===== src/rtl/matmul_sequencer_if.sv =====
// rtl/matmul_sequencer_if.sv - operand fetch, MAC and result handshake bundle for matmul_sequencer
interface matmul_sequencer_if #(
  parameter int IDX_W = 2
);
  logic             start;
  logic             done;
  logic [IDX_W-1:0] a_i;
  logic [IDX_W-1:0] a_j;
  logic [IDX_W-1:0] b_i;
  logic [IDX_W-1:0] b_j;
  logic [31:0]      a_in;
  logic [31:0]      b_in;
  logic [31:0]      mac_a;
  logic [31:0]      mac_b;
  logic             mac_first;
  logic             mac_stb;
  logic             mac_ack;
  logic [31:0]      mac_result;
  logic [31:0]      z_out;
  logic [IDX_W-1:0] z_i;
  logic [IDX_W-1:0] z_j;
  logic             z_stb;
  logic             z_ack;

  modport master (
    input  start, a_in, b_in, mac_ack, mac_result, z_ack,
    output done, a_i, a_j, b_i, b_j, mac_a, mac_b, mac_first, mac_stb,
           z_out, z_i, z_j, z_stb
  );

  modport slave (
    output start, a_in, b_in, mac_ack, mac_result, z_ack,
    input  done, a_i, a_j, b_i, b_j, mac_a, mac_b, mac_first, mac_stb,
           z_out, z_i, z_j, z_stb
  );
endinterface


===== src/rtl/matmul_sequencer.sv =====
// rtl/matmul_sequencer.sv - sequences Z = A x B through an external MAC, one result per handshake
// Optional run-length counter on port cycles when MATMUL_SEQ_CYCLE_COUNT_EN is defined.
module matmul_sequencer #(
  parameter int N     = 4,
  parameter int IDX_W = $clog2(N)
) (
  input  logic clk,
  input  logic rst,
`ifdef MATMUL_SEQ_CYCLE_COUNT_EN
  output logic [31:0] cycles,
  matmul_sequencer_if.master bus
`else
  matmul_sequencer_if.master bus
`endif
);

  typedef enum logic [1:0] {IDLE, ISSUE, WRITE, DONE} state_t;

  localparam logic [IDX_W-1:0] LAST = IDX_W'(N - 1);
  localparam logic [IDX_W-1:0] ONE  = IDX_W'(1);

  state_t           state, state_nx;
  logic [IDX_W-1:0] i, j, k;
  logic [IDX_W-1:0] i_nx, j_nx, k_nx;
  logic [31:0]      z_q, z_nx;

  always_ff @(posedge clk) begin
    if (rst) begin
      state <= IDLE;
      i     <= '0;
      j     <= '0;
      k     <= '0;
      z_q   <= '0;
    end else begin
      state <= state_nx;
      i     <= i_nx;
      j     <= j_nx;
      k     <= k_nx;
      z_q   <= z_nx;
    end
  end

  always_comb begin
    state_nx      = state;
    i_nx          = i;
    j_nx          = j;
    k_nx          = k;
    z_nx          = z_q;
    bus.done      = 1'b0;
    bus.a_i       = '0;
    bus.a_j       = '0;
    bus.b_i       = '0;
    bus.b_j       = '0;
    bus.mac_a     = '0;
    bus.mac_b     = '0;
    bus.mac_first = 1'b0;
    bus.mac_stb   = 1'b0;
    bus.z_out     = z_q;
    bus.z_i       = '0;
    bus.z_j       = '0;
    bus.z_stb     = 1'b0;

    case (state)
      IDLE: begin
        if (bus.start) begin
          i_nx     = '0;
          j_nx     = '0;
          k_nx     = '0;
          state_nx = ISSUE;
        end
      end

      // Operands follow the addresses combinationally, so holding k holds mac_a/mac_b.
      ISSUE: begin
        bus.a_i       = i;
        bus.a_j       = k;
        bus.b_i       = k;
        bus.b_j       = j;
        bus.mac_a     = bus.a_in;
        bus.mac_b     = bus.b_in;
        bus.mac_stb   = 1'b1;
        bus.mac_first = (k == '0);
        if (bus.mac_ack) begin
          if (k == LAST) begin
            z_nx     = bus.mac_result;
            k_nx     = '0;
            state_nx = WRITE;
          end else begin
            k_nx = k + ONE;
          end
        end
      end

      WRITE: begin
        bus.z_stb = 1'b1;
        bus.z_i   = i;
        bus.z_j   = j;
        if (bus.z_ack) begin
          if (j == LAST) begin
            j_nx = '0;
            if (i == LAST) begin
              state_nx = DONE;
            end else begin
              i_nx     = i + ONE;
              state_nx = ISSUE;
            end
          end else begin
            j_nx     = j + ONE;
            state_nx = ISSUE;
          end
        end
      end

      DONE: begin
        bus.done = 1'b1;
        if (!bus.start) state_nx = IDLE;
      end

      default: state_nx = IDLE;
    endcase
  end

`ifdef MATMUL_SEQ_CYCLE_COUNT_EN
  // Counts ISSUE and WRITE cycles of the current run; frozen once DONE is reached.
  always_ff @(posedge clk) begin
    if (rst) begin
      cycles <= '0;
    end else if (state == IDLE) begin
      if (bus.start) cycles <= '0;
    end else if (state != DONE && cycles != '1) begin
      cycles <= cycles + 32'd1;
    end
  end
`endif

endmodule


===== src/flat_wrapper.sv =====
// flat-port wrapper written by rule: the top's interface ports become plain ports
module matmul_sequencer_flat 
#(
  parameter int N     = 4,
  parameter int IDX_W = $clog2(N)
)
  (clk, rst, bus_start, bus_a_in, bus_b_in, bus_mac_ack, bus_mac_result, bus_z_ack, bus_done, bus_a_i, bus_a_j, bus_b_i, bus_b_j, bus_mac_a, bus_mac_b, bus_mac_first, bus_mac_stb, bus_z_out, bus_z_i, bus_z_j, bus_z_stb);
  matmul_sequencer_if #(.IDX_W(IDX_W)) bus_i ();
  input  logic clk;
  input  logic rst;
  input wire logic [$bits(bus_i.start)-1:0] bus_start;
  input wire logic [$bits(bus_i.a_in)-1:0] bus_a_in;
  input wire logic [$bits(bus_i.b_in)-1:0] bus_b_in;
  input wire logic [$bits(bus_i.mac_ack)-1:0] bus_mac_ack;
  input wire logic [$bits(bus_i.mac_result)-1:0] bus_mac_result;
  input wire logic [$bits(bus_i.z_ack)-1:0] bus_z_ack;
  output wire logic [$bits(bus_i.done)-1:0] bus_done;
  output wire logic [$bits(bus_i.a_i)-1:0] bus_a_i;
  output wire logic [$bits(bus_i.a_j)-1:0] bus_a_j;
  output wire logic [$bits(bus_i.b_i)-1:0] bus_b_i;
  output wire logic [$bits(bus_i.b_j)-1:0] bus_b_j;
  output wire logic [$bits(bus_i.mac_a)-1:0] bus_mac_a;
  output wire logic [$bits(bus_i.mac_b)-1:0] bus_mac_b;
  output wire logic [$bits(bus_i.mac_first)-1:0] bus_mac_first;
  output wire logic [$bits(bus_i.mac_stb)-1:0] bus_mac_stb;
  output wire logic [$bits(bus_i.z_out)-1:0] bus_z_out;
  output wire logic [$bits(bus_i.z_i)-1:0] bus_z_i;
  output wire logic [$bits(bus_i.z_j)-1:0] bus_z_j;
  output wire logic [$bits(bus_i.z_stb)-1:0] bus_z_stb;
  assign bus_i.start = bus_start;
  assign bus_i.a_in = bus_a_in;
  assign bus_i.b_in = bus_b_in;
  assign bus_i.mac_ack = bus_mac_ack;
  assign bus_i.mac_result = bus_mac_result;
  assign bus_i.z_ack = bus_z_ack;
  assign bus_done = bus_i.done;
  assign bus_a_i = bus_i.a_i;
  assign bus_a_j = bus_i.a_j;
  assign bus_b_i = bus_i.b_i;
  assign bus_b_j = bus_i.b_j;
  assign bus_mac_a = bus_i.mac_a;
  assign bus_mac_b = bus_i.mac_b;
  assign bus_mac_first = bus_i.mac_first;
  assign bus_mac_stb = bus_i.mac_stb;
  assign bus_z_out = bus_i.z_out;
  assign bus_z_i = bus_i.z_i;
  assign bus_z_j = bus_i.z_j;
  assign bus_z_stb = bus_i.z_stb;
  matmul_sequencer #(.N(N), .IDX_W(IDX_W)) u_core (.clk(clk), .rst(rst), .bus(bus_i));
endmodule

===== config.mk =====
export PLATFORM = sky130hd
export DESIGN_NAME = matmul_sequencer_flat
export DESIGN_NICKNAME = d
export VERILOG_FILES = /design/src/rtl/matmul_sequencer_if.sv /design/src/rtl/matmul_sequencer.sv /design/src/flat_wrapper.sv
export SDC_FILE = /design/constraint.sdc
export NUM_CORES = 1
export LEC_CHECK = 0
export CAP_MARGIN = 20
export CORE_ASPECT_RATIO = 1.2
export CORE_MARGIN = 3
export CORE_UTILIZATION = 30
export DETAILED_ROUTE_END_ITERATION = 16
export GPL_ROUTABILITY_DRIVEN = 0
export GPL_TIMING_DRIVEN = 0
export MAX_ROUTING_LAYER = met4
export PLACE_DENSITY = 0.88
export SYNTH_ARGS = -nofsm -noshare
export SYNTH_HDL_FRONTEND = slang
export SYNTH_SLANG_ARGS = --single-unit

===== constraint.sdc =====
create_clock -name clk -period 1.6 [get_ports clk]
set_input_delay 0.24 -clock clk [delete_from_list [all_inputs] [get_ports clk]]
set_output_delay 0.24 -clock clk [all_outputs]
set_load 0.05 [all_outputs]

==> flow_summary.json <==
{
  "whs_ns": 0.3425,
  "power_density_mw_per_mm2": 730.7,
  "postSynthCellCount": 294,
  "slew_violations": 0,
  "drtIter0Drc": 81,
  "worstPathRequired_ns": 1.36,
  "cts_tree": "done",
  "fin_skew_ns": 0.008211,
  "cts_buffers": 5,
  "cap_viol_max_count": 0,
  "synth.cell_area_mm2": 0.002148,
  "avgSynthCellArea_um2": 7.307,
  "die_w_um": 83.25,
  "setup.worst_path.start_class": "register",
  "ant_nets": 0,
  "cts_hold_buf": 0,
  "drtPass1Iterations": 4,
  "synth-seq-area-share": 0.3727,
  "min_to": "u_core.j[0]",
  "hold_start": "rst",
  "r2r-start": "u_core.k[0]",
  "setup-tns-final_ns": -5.281,
  "final_layout_size_suffix_gt1_frac": 0.3567,
  "hold_viol": 0,
  "dp.cells": 592,
  "endpoint_kind": "output port",
  "area_growth_pct": 134.7,
  "wl_per_cell_um": 17.17,
  "fin_cells": 614,
  "worst_slew_pin_slew_ns": 0.5277,
  "yosysWarnings": 0,
  "slew_headroom": 0.6496,
  "synth_nets": 399,
  "fmax_mhz": 573.1,
  "violations": "negative setup slack",
  "antennaDiodeCount": 0,
  "overflow": 0,
  "antenna_found_initial": 0,
  "clkSinkCount": 40,
  "vias": 2902,
  "post-route-period-util": 1.091,
  "h-tree-depth": 2,
  "rsz0062_at_grt": "true",
  "min_path_cells": 2,
  "core_mm2": 0.006895,
  "grt_first_pass_wirelength_mm": 15.25,
  "finalCriticalPeriod_ns": 1.745,
  "io-pin-count": 213,
  "setup_viol": 71,
  "clk_transition_reported_paths_ns": 0.08,
  "grt_max_degree": 13,
  "crit_type": "register to output port",
  "dpl.hpwl_mm": 7.747,
  "nFillCells": 483,
  "dieHeight_um": 98.70,
  "drt-total-wl_mm": 10.54,
  "yosysUniqueCellTypes": 31,
  "grt_use_total": 0.2366,
  "clk_path_buf_depth": 2,
  "ff2ff_setup_slack_ns": 0.12,
  "p_leak_nw": 2.263,
  "worstReg2RegEnd": "u_core.bus.z_out[16]",
  "start_util": 0.3116,
  "status": "finished with violations",
  "dieArea_mm2": 0.008217,
  "irDropWorstVdd_mv": 0.4157,
  "clock_latency_ns": 0.29,
  "grt_pass1_vias": 2967,
  "setup_ws_ns": -0.1450,
  "post-route-drc-count": 0,
  "hold_class": "input pin to register",
  "viasPerCell": 4.726,
  "portBuffers": 211,
  "root_buffer": "clkbuf_8",
  "ys_seq_elements": 40,
  "row_count": 33,
  "nets": 631,
  "reg2regPathDepth": 5,
  "crit_fanout": 7,
  "crit_arrival_ns": 1.50
}
[flip-flops by register name (all words and copies together), names as in the netlist]
signal	cells
u_core.bus.z_out	32
u_core.i	2
u_core.j	2
u_core.k	2
u_core.state	2
[worst max-delay path by stage]
stage	cells past startpoint	start	slack (ns)	end
final	6	u_core.state[1]	-0.14	bus_b_i[1]
after global routing	6	u_core.state[1]	-0.17	bus_b_i[1]
after CTS	6	u_core.state[0]	-0.15	bus_b_i[1]
after detailed placement	6	u_core.state[0]	-0.83	bus_b_i[1]
after global placement	6	u_core.state[0]	-0.79	bus_b_i[1]
after floorplan	4	u_core.state[0]	-0.05	bus_mac_b[17]
[synthesized netlist by cell type]
library cell   n  area (um^2)
a211oi_1       2        15.01
a21o_1         1        7.510
a21oi_1       38        190.2
a22o_1         1        8.760
a31oi_1        2        12.51
a32oi_1        1        8.760
and2_1        76        475.5
and3_1         1        6.260
buf_1          1        3.750
buf_2          2        10.01
buf_4          3        22.52
buf_6          3        33.78
clkbuf_1      14        52.55
clkbuf_2       1        5.000
dfxtp_1       40        800.8
ha_1           4        50.05
inv_1          5        18.77
nand2_1       70        262.8
nand2b_1       1        6.260
nand3_1        3        15.01
nand3b_1       1        7.510
nand4b_1       1        8.760
nor2_1         7        26.28
nor2b_1        4        25.02
nor2b_2        1        8.760
nor3_1         1        5.000
nor4b_1        1        8.760
o211ai_1       1        7.510
o21a_1         1        7.510
o21ai_0        6        30.03
o31ai_1        1        7.510
[kinds of logic after synthesis]
family / share of synthesized area
flip-flops: 0.3727
buffers and inverters: 0.06814
AND/OR/NAND/NOR: 0.3984
adder cells (fa/ha/maj): 0.02330
AO/OA/AOI/OAI: 0.1375
[timing repair]
item,CTS,global route
gates resized for setup,638,73
gates cloned,3,2
buffers inserted,2,7
pin swaps,5,18
endpoints found under the setup margin,112,108
[metrics by stage]
step	setup WS, ns	cell area [um^2]	power [W]	util
2_1_floorplan	-0.05487	2221	0.001949	-
3_3_place_gp	-0.7866	4442	0.002567	0.6442
6_report	-0.1450	5041	0.003684	0.7311
5_1_grt	-0.1699	5041	0.003810	0.7311
3_5_place_dp	-0.8285	4442	0.002592	0.6442
4_1_cts	-0.1470	4780	0.003506	0.6932
[worst max-delay path, cell delays in order, from the launching register on]
cell       delay, ns
dfxtp_4         0.38
nor2b_4         0.15
buf_6           0.16
clkbuf_16       0.15
and2_4          0.14
buf_6           0.10
buf_8           0.13
[layer usage]
metal  share of wire  wire length [um]  GRT usage  vias up
met2            0.55              5784     0.4407      141
met3           0.079               835    0.07609       14
li1                -                 -          -     1401
met1            0.36              3757     0.2415     1346
met4           0.016               164    0.05031        0
met5               0                 0          -        -
[power breakdown]
part | total, W | leakage, nW | internal, W | switching [W]
clock | 0.000687 | 0.0510 | 0.000344 | 0.000343
sequential | 0.00103 | 0.324 | 0.00101 | 0.0000169
combinational | 0.00197 | 1.89 | 0.000937 | 0.00103
total | 0.00368 | 2.26 | 0.00229 | 0.00139
[placed cells by master (no fill, tap or decap), types with 2 or more instances in the layout]
cell type        count
buf_4               16
clkinv_2             2
clkdlybuf4s50_1     99
ha_1                 4
dlygate4sd2_1       32
buf_2                2
nor2_1               7
dfxtp_4              2
nand3_1              3
clkbuf_16            2
and2_4              32
a211oi_1             2
nand2_1             70
and2_2              31
inv_1                5
buf_6               36
clkbuf_4             3
clkbuf_2             3
and2_1              13
a21oi_1             38
clkbuf_1             3
clkbuf_8             8
o21ai_0              6
dfxtp_1             38
a31oi_1              2
buf_8               50
nor2b_1              4
[area by class of cell]
class / count / area [um^2] / area share
flip-flops and latches: 40 / 808.3 / 0.1603
clock inverters: 2 / 10.01 / 0.001986
multi-input cells: 225 / 1325 / 0.2628
inverters: 5 / 18.77 / 0.003723
clock buffers: 6 / 82.58 / 0.01638
repair buffers: 225 / 2475 / 0.4909
plain buffers: 24 / 212.7 / 0.04219
well taps: 87 / 108.9 / 0.02159
Power figures use the tool's default switching activity.
